File: src/rtl/wimax_pkg.sv
// Shared WiMAX OFDM transmit-chain definitions: modulation type, subchannel
// coding, block sizing and constellation amplitudes.
package wimax_pkg;

    typedef enum logic {
        MOD_BPSK = 1'b0,
        MOD_QPSK = 1'b1
    } mod_e;

    localparam int SUBCHAN_W = 3;
    localparam logic [SUBCHAN_W-1:0] SUBCHAN_MAX = 3'd4;

    // Largest coded block: QPSK over 16 subchannels = 192 carriers * 2 bits.
    localparam int BLK_MAX_DEF  = 384;
    localparam int IQ_W_DEF     = 8;
    localparam int BPSK_AMP_DEF = 127;
    localparam int QPSK_AMP_DEF = 91;

    // Data subcarriers per block, 12 << s; codes beyond SUBCHAN_MAX map to 0.
    function automatic logic [7:0] nsc_of(input logic [SUBCHAN_W-1:0] s);
        case (s)
            3'd0:    return 8'd12;
            3'd1:    return 8'd24;
            3'd2:    return 8'd48;
            3'd3:    return 8'd96;
            3'd4:    return 8'd192;
            default: return 8'd0;
        endcase
    endfunction

endpackage

File: src/rtl/sym_map_bq.sv
// Combinational BPSK/QPSK point mapper: coded bit(s) to signed I/Q rails.
module sym_map_bq
    import wimax_pkg::*;
#(
    parameter int IQ_W     = IQ_W_DEF,
    parameter int BPSK_AMP = BPSK_AMP_DEF,
    parameter int QPSK_AMP = QPSK_AMP_DEF
) (
    input  logic [1:0]      bits,
    input  logic            mod_qpsk,
    output logic [IQ_W-1:0] i,
    output logic [IQ_W-1:0] q
);

    localparam logic [IQ_W-1:0] B_POS = IQ_W'(BPSK_AMP);
    localparam logic [IQ_W-1:0] B_NEG = IQ_W'(-BPSK_AMP);
    localparam logic [IQ_W-1:0] Q_POS = IQ_W'(QPSK_AMP);
    localparam logic [IQ_W-1:0] Q_NEG = IQ_W'(-QPSK_AMP);

    always_comb begin
        // NOTE: every output gets a default before the branches so no path
        // leaves it unassigned, which would otherwise infer a latch.
        i = '0;
        q = '0;
        if (mod_qpsk) begin
            i = bits[0] ? Q_NEG : Q_POS;
            q = bits[1] ? Q_NEG : Q_POS;
        end else begin
            i = bits[0] ? B_NEG : B_POS;
        end
    end

endmodule

File: src/rtl/ofdm_sym_mapper.sv
// Takes one interleaved coded block per handshake and streams it out as one
// BPSK/QPSK constellation point per data subcarrier.
module ofdm_sym_mapper
    import wimax_pkg::*;
#(
    parameter int BLK_MAX  = BLK_MAX_DEF,
    parameter int IQ_W     = IQ_W_DEF,
    parameter int BPSK_AMP = BPSK_AMP_DEF,
    parameter int QPSK_AMP = QPSK_AMP_DEF
) (
    input  logic                 clk,
    input  logic                 reset,
    input  logic [BLK_MAX-1:0]   in_blk,
    input  logic                 in_blk_valid,
    output logic                 in_blk_ready,
    input  logic                 mod_qpsk,
    input  logic [SUBCHAN_W-1:0] subchan_code,
    output logic [IQ_W-1:0]      sym_i,
    output logic [IQ_W-1:0]      sym_q,
    output logic                 sym_valid,
    input  logic                 sym_ready,
    output logic                 sym_last,
    output logic [7:0]           sym_idx,
    output logic                 cfg_err
);

    localparam logic ST_IDLE = 1'b0;
    localparam logic ST_EMIT = 1'b1;

    logic               state;
    logic [BLK_MAX-1:0] shreg;
    mod_e               mod;
    logic [7:0]         nsc;
    logic [7:0]         idx;
    logic               cfg_err_q;

    logic       accept;
    logic       code_ok;
    logic       fire;
    logic       at_last;
    logic [IQ_W-1:0] map_i;
    logic [IQ_W-1:0] map_q;

    assign in_blk_ready = (state == ST_IDLE);
    assign accept       = in_blk_valid & in_blk_ready;
    assign code_ok      = (subchan_code <= SUBCHAN_MAX);
    assign sym_valid    = (state == ST_EMIT);
    assign fire         = sym_valid & sym_ready;
    assign at_last      = (idx == nsc - 8'd1);

    // Control: state, subcarrier index and the config-error pulse.
    always_ff @(posedge clk) begin
        // NOTE: sequential state uses non-blocking assignments so every flop
        // samples pre-edge values regardless of statement order.
        if (!reset) begin
            state     <= ST_IDLE;
            idx       <= 8'd0;
            cfg_err_q <= 1'b0;
        end else begin
            cfg_err_q <= accept & ~code_ok;
            case (state)
                ST_IDLE: begin
                    if (accept && code_ok) begin
                        state <= ST_EMIT;
                        idx   <= 8'd0;
                    end
                end
                ST_EMIT: begin
                    if (sym_ready) begin
                        if (at_last) begin
                            state <= ST_IDLE;
                            idx   <= 8'd0;
                        end else begin
                            idx <= idx + 8'd1;
                        end
                    end
                end
                default: state <= ST_IDLE;
            endcase
        end
    end

    // NOTE: the block register carries no reset; its contents only reach the
    // outputs while in EMIT, which always follows a fresh load.
    always_ff @(posedge clk) begin
        if (accept) begin
            shreg <= in_blk;
            mod   <= mod_e'(mod_qpsk);
            nsc   <= nsc_of(subchan_code);
        end else if (fire) begin
            shreg <= (mod == MOD_QPSK) ? (shreg >> 2) : (shreg >> 1);
        end
    end

    sym_map_bq #(
        .IQ_W     (IQ_W),
        .BPSK_AMP (BPSK_AMP),
        .QPSK_AMP (QPSK_AMP)
    ) u_map (
        .bits     (shreg[1:0]),
        .mod_qpsk (mod == MOD_QPSK),
        .i        (map_i),
        .q        (map_q)
    );

    // Outputs derive only from registers, so they hold still during a stall.
    assign sym_i    = sym_valid ? map_i : '0;
    assign sym_q    = sym_valid ? map_q : '0;
    assign sym_idx  = idx;
    assign sym_last = at_last & sym_valid;
    assign cfg_err  = cfg_err_q;

endmodule

File: config.mk
export PLATFORM = sky130hd
export DESIGN_NAME = ofdm_sym_mapper
export DESIGN_NICKNAME = d
export VERILOG_FILES = /design/src/rtl/wimax_pkg.sv /design/src/rtl/sym_map_bq.sv /design/src/rtl/ofdm_sym_mapper.sv
export SDC_FILE = /design/constraint.sdc
export NUM_CORES = 1
export LEC_CHECK = 0
export ABC_AREA = 1
export CORE_MARGIN = 2
export CORE_UTILIZATION = 39
export DETAILED_ROUTE_END_ITERATION = 8
export PLACE_DENSITY = 0.68
export SETUP_SLACK_MARGIN = 0.02
export SKIP_CTS_REPAIR_TIMING = 1
export SLEW_MARGIN = 30
export SYNTH_ARGS = -nofsm -noshare
export SYNTH_HDL_FRONTEND = slang
export SYNTH_HIERARCHICAL = 1
export SYNTH_SLANG_ARGS = --single-unit
File: constraint.sdc
create_clock -name clk -period 14 [get_ports clk]
set_input_delay 3.5 -clock clk [delete_from_list [all_inputs] [get_ports clk]]
set_output_delay 3.5 -clock clk [all_outputs]
set_load 0.01 [all_outputs]
==> results of run 1 <==
registers in the layout (all words and copies together) (netlist names):
name	flops
cfg_err	1
nsc	6
shreg	384
sym_idx	8
sym_valid	1
mod	1
Yosys cell counts (all sizes together):
cell      n
o21ai   581
nand2   444
edfxtp  391
inv     235
a21oi   197
o21a    191
buf     102
clkbuf   82
nor2     23
nand3    12
dfxtp    10
nor3      3
ha        2
nand4     2
o21bai    2
conb      1
nand3b    1
o31ai     1
xnor2     1
tightest hold or removal path, cell delays in order, from the launching register on:
cell and delay (ps):
dfxtp_1 340, nand2_1 70, a21oi_1 50
layer usage:
metal | wire, µm | global-route usage (%) | vias to the layer above
met4 | 1317 | 6.852 | 2
li1 | - | - | 8515
met1 | 23610 | 25.43 | 7886
met3 | 2891 | 2.885 | 83
met2 | 26350 | 31.49 | 428
met5 | 13 | 0 | -
stage by stage:
stage / util (%) / hold WS [ps] / worst slack [ps] / power, µW
after floorplan: - / 510.2 / 753.2 / 2047
after CTS: 50.70 / 514.6 / 6988 / 3409
after global routing: 50.98 / 543.5 / 6785 / 3555
after global placement: 47.95 / 493.7 / 6452 / 2204
final: 50.99 / 507.8 / 7048 / 3379
after detailed placement: 47.95 / 506.0 / 6359 / 2224
worst paths after layout:
kind,startpoint,end,slack [ps]
worst max-delay path,in_blk_valid,shreg[7],7050
worst min-delay path,sym_idx[1],sym_idx[1],510
worst max register to register,sym_valid,shreg[78],9670
worst min register to register,sym_idx[1],sym_idx[1],510
power by group through the flow:
stage,logic [µW],registers (µW),clock network [µW]
detailed placement,596,1630,0
finish,601,1600,1170
global placement,581,1620,0
floorplan,389,1660,0
CTS,600,1600,1200
global route,685,1620,1250
kinds of logic (layout without fill, tap and decap cells):
kind of cell | after synthesis | after routing | share of synthesized area, %
buf+inv | 419 | 756 | 8.309
compound gates | 972 | 972 | 25.58
flops | 401 | 401 | 57.05
fa+ha+maj | 2 | 2 | 0.1195
xor+xnor | 1 | 1 | 0.04185
simple gates | 485 | 485 | 8.877
other cells | 1 | 13 | 0.01792
area by class of cell:
class                   instances  area [µm²]  share of cell area [%]
well taps                     688       860.8                   3.200
clock inverters                27       196.4                  0.7302
repair buffers                437        4451                   16.54
flip-flops and latches        401       11940                   44.39
multi-input cells            1461        7271                   27.03
clock buffers                  57        1256                   4.670
diodes                         12       30.03                  0.1116
inverters                     235       894.6                   3.326
cells in the final DEF, fill, tap and decap left out, types with 2 or more instances in the layout:
cell	netlist	layout
dfxtp_1	10	10
ha_1	2	2
o21a_1	191	191
nand2_1	442	441
o21bai_1	2	2
nand3_1	12	12
buf_4	12	10
buf_16	0	4
diode_2	0	12
nor2_1	23	23
nor3_1	3	3
clkdlybuf4s50_1	0	419
nand4_1	2	2
clkbuf_1	82	8
o21ai_1	41	41
a21oi_1	196	196
clkinv_1	0	16
inv_2	3	2
bufinv_16	0	3
clkinv_2	0	6
buf_12	0	3
o21ai_0	540	540
clkbuf_16	0	49
inv_1	232	232
nand2_4	1	2
edfxtp_1	391	391
==> reports/results.ini, run 1 <==
[floorplan]
boundaryPins = 420
start_util_pct = 39.67
row_count = 84
fp.dieH_um = 235.7
die_width_um = 235.7
die_area_mm2 = 0.05554
core-area_mm2 = 0.05276

[worst_setup_path]
reg2regPathDepth = 8
crit_fanout = 216
crit_path_end_kind = flip-flop
critPathTopFamily = buffers and inverters
crit_required_ps = 14270
cp_num_cells = 6
crit_top_cell = buf_4
crit_type = input port to flip-flop
critPathBufInv = 4
critPathArrivalTime_ps = 7220
critPathMaxStageDelay_ps = 760
startpoint_type = input port
slowest_stage = buf_4
cp_cell_sequence = clkdlybuf4s50_1, nand2_8, clkinv_8, buf_4, buf_4, o21ai_0

[timing]
finClkSkew_ps = 13.88
final.setup.tns_ps = 0
tightest_slew_ps = 894.8
fin_crit_sh_pct = 49.66
slew_headroom_pct = 40.35
post-route-min-period_ps = 6952
slew_viol_final = 0
rsz0062_at_grt = false
hold_violations = 0
setup_viol = 0
fmax_mhz = 143.8

[place]
post_dp_cell_area_mm2 = 0.02530
dp_cells = 3218
place_congestion = 0.8141
dp_hpwl_um = 35560
port-buffer-count = 419

[global_routing]
gr-total-overflow = 0
grt_pass1_wl_um = 86110
antenna_found_initial = 13
grt_pass1_vias = 16344
grt_max_degree = 290
grt_usage_pct = 19.04

[clocking]
cts_tree = built
numClockSinks = 401
clk_latency_ps = 570
cts.clk_slew.worst_paths_ps = 60
htree_levels = 2
clockBufferDepth = 3
cts_root_buf = clkbuf_16
cts-buffers-inserted = 46

[detailed_routing]
dr.pass1.iters = 8
route.detailed.drc = 0
via_per_inst = 5.098
wire_per_inst_um = 16.33
vias = 16914
ant_nets = 0
routed_wl_um = 54180
drt_iter0_markers = 1512

[finish]
fin_area_mm2 = 0.02690
fin_cells = 3318
drive_above_1_share_pct = 3.247
n_fill_cell = 4865
fin_nets = 2976
area_delta_synth_final_pct = 28.53

[pwr]
clockPowerShare_pct = 34.7
p_comb_share_pct = 17.8
switchingPower_uw = 878.7
switching_share_pct = 26.01
power_density_mw_per_mm2 = 125.6
vdd_drop_max_v = 0.00009667
power_leakage_uw = 0.009989
p_int_uw = 2500
seq_power_share_pct = 47.5

[synth]
synth.net_count = 2675
synth_area_mm2 = 0.02093
yosys.area.top_type_share_pct = 56.10
avgSynthCellArea_um2 = 9.176
seq_area_frac_synth_pct = 57.05
synthCells = 2281
synth_cell_type_count = 27
synth_seq_cells = 401
synth_top_cell_by_area = edfxtp_1
yosys_warnings = 6
synthTopCellsByArea = edfxtp_1 56%, o21ai_0 13%, nand2_1 7.9%

[hold_path]
min_path_type = flip-flop to flip-flop
hold_path_depth = 2

[status]
status = finished, final reports clean

[job]
maxCapViolations = 0

No activity file was read; power rests on OpenSTA's default activity.
==> run 2, diff against run 1 <==
Clock period 14 ns to 7.15 ns, I/O delays scaled along.
==> run 2 against run 1 <==
  * Clock skew is essentially flat
  * Global-route usage shrank 0.27 points
  * Clock power grew 77%
  * Sequential power grew 96%
  * Highest routed layer unchanged
  * Power grew 89%
  * Critical endpoint is now sym_q[6]
  * First-iteration DRC count shrank 5.9%
  * Cell count shrank 0.24%
==> reports/results.ini, run 2 (synthesis results as in run 1) <==
[floorplan]
row_count = 84
fp.dieH_um = 235.7
start_util_pct = 39.67
core-area_mm2 = 0.05276
boundaryPins = 420
die_width_um = 235.7
die_area_mm2 = 0.05554

[place]
place_congestion = 0.8187
dp_hpwl_um = 35420
port-buffer-count = 419
post_dp_cell_area_mm2 = 0.02541

[timing]
fin_crit_sh_pct = 61.08
rsz0062_at_grt = false
setup_viol = 0
fmax_mhz = 229.0
final.setup.tns_ps = 0
slew_viol_final = 0
post-route-min-period_ps = 4367
whs_ps = 511.7
finClkSkew_ps = 13.83
tightest_slew_ps = 977.8
hold_violations = 0
slew_headroom_pct = 34.81

[detailed_routing]
routed_wl_um = 53860
via_per_inst = 5.132
drt_iter0_markers = 1423
ant_nets = 0
route.detailed.drc = 0
dr.pass1.iters = 6
vias = 16987
wire_per_inst_um = 16.27

[worst_setup_path]
r2r_end = shreg[358]
critPathTopFamily = buffers and inverters
critPathArrivalTime_ps = 2580
crit_fanout = 78
reg2regPathDepth = 8
rrSetupSlack_ps = 3890
cp_num_cells = 6
startpoint_type = flip-flop
r2r-start = sym_valid
slowest_stage = buf_4
crit_type = flip-flop to output pin
setup.worst_path.end = sym_q[6]
critPathBufInv = 4
crit_required_ps = 5360
critPathMaxStageDelay_ps = 570
cp_cell_sequence = buf_4, inv_1, nor2_1, nand2_1, inv_1, clkdlybuf4s50_1
cp-startpoint = mod
crit_path_end_kind = output pin
crit_top_cell = inv_1

[pwr]
power_leakage_uw = 0.009916
vdd_drop_max_v = 0.0001441
power_density_mw_per_mm2 = 239.3

[job]
maxCapViolations = 0

[clocking]
clockBufferDepth = 3
numClockSinks = 401
clk_latency_ps = 560
cts.clk_slew.worst_paths_ps = 60
cts_root_buf = clkbuf_16
htree_levels = 2
cts_tree = built
cts-buffers-inserted = 45

[global_routing]
grt_pass1_wl_um = 84750
grt_pass1_vias = 16148
gr-total-overflow = 0
antenna_found_initial = 15
grt_max_degree = 306
grt_usage_pct = 18.77

[finish]
fin_nets = 2980
layout_common_cells = 540 x o21ai_0, 441 x nand2_1, 419 x clkdlybuf4s50_1
drive_above_1_share_pct = 3.063
largest_reg_flops = 384
area_delta_synth_final_pct = 27.80
fin_area_mm2 = 0.02675
final_common_cell = o21ai_0
regMostFlops = shreg

[hold_path]
min_path_type = flip-flop to flip-flop

[status]
status = finished, final reports clean

==> run 2: cell types whose count changed in the layout (fill, tap and decap cells not counted), sizes merged <==
| cell | previous run | this run |
|---|---|---|
| clkinv | 24 | 10 |
| buf | 18 | 23 |
| clkbuf | 57 | 61 |
| bufinv | 3 | 0 |
| inv | 234 | 237 |
| diode | 12 | 10 |
| clkinvlp | 1 | 0 |
==> run 2: layout make-up <==
type | instances | area, µm²
well taps | 688 | 860.8
repair buffers | 442 | 4498
clock buffers | 61 | 1196
fillers | 4888 | 26010
clock inverters | 12 | 57.56
flip-flops and latches | 401 | 11940
diodes | 10 | 25.02
multi-input cells | 1461 | 7279
inverters | 235 | 889.6
==> run 2: report_power, final <==
group | internal [µW] | total [µW] | switching [µW] | leakage, µW
Combinational | 526 | 1190 | 660 | 0.00543
Clock | 1160 | 2070 | 915 | 0.000609
Sequential | 3020 | 3140 | 117 | 0.00388
==> run 2: routing by layer <==
| metal | GRT usage [%] | part of all wire (%) | vias up |
|---|---|---|---|
| li1 | - | - | 8529 |
| met1 | 24.31 | 43 | 7910 |
| met2 | 31.53 | 49 | 445 |
| met3 | 3.131 | 5.0 | 93 |
| met4 | 7.161 | 2.7 | 10 |
| met5 | 0 | 0.13 | - |
==> run 2: worst min-delay path, stage by stage (launching register included) <==
cell and delay (ps):
dfxtp_1 340, nand2_1 80, a21oi_1 50
==> run 2: worst min path at each step <==
stage	from	end	slack (ps)	cells past startpoint
6_report	sym_idx[1]	sym_idx[1]	510	2
3_5_place_dp	sym_idx[1]	sym_idx[1]	500	2
4_1_cts	sym_idx[1]	sym_idx[1]	510	2
3_3_place_gp	sym_idx[1]	sym_idx[1]	480	2
5_1_grt	sym_idx[1]	sym_idx[1]	540	2
2_1_floorplan	sym_idx[1]	sym_idx[1]	510	2
==> run 2: stage by stage <==
step / util [%] / std cells / power (µW) / worst slack (ps)
2_1_floorplan: - / 2281 / 3935 / 1739
6_report: 50.70 / 3310 / 6402 / 2783
3_3_place_gp: 48.16 / 3225 / 4331 / 2234
3_5_place_dp: 48.16 / 3225 / 4373 / 2193
4_1_cts: 50.54 / 3298 / 6471 / 2723
5_1_grt: 50.69 / 3309 / 6748 / 2580
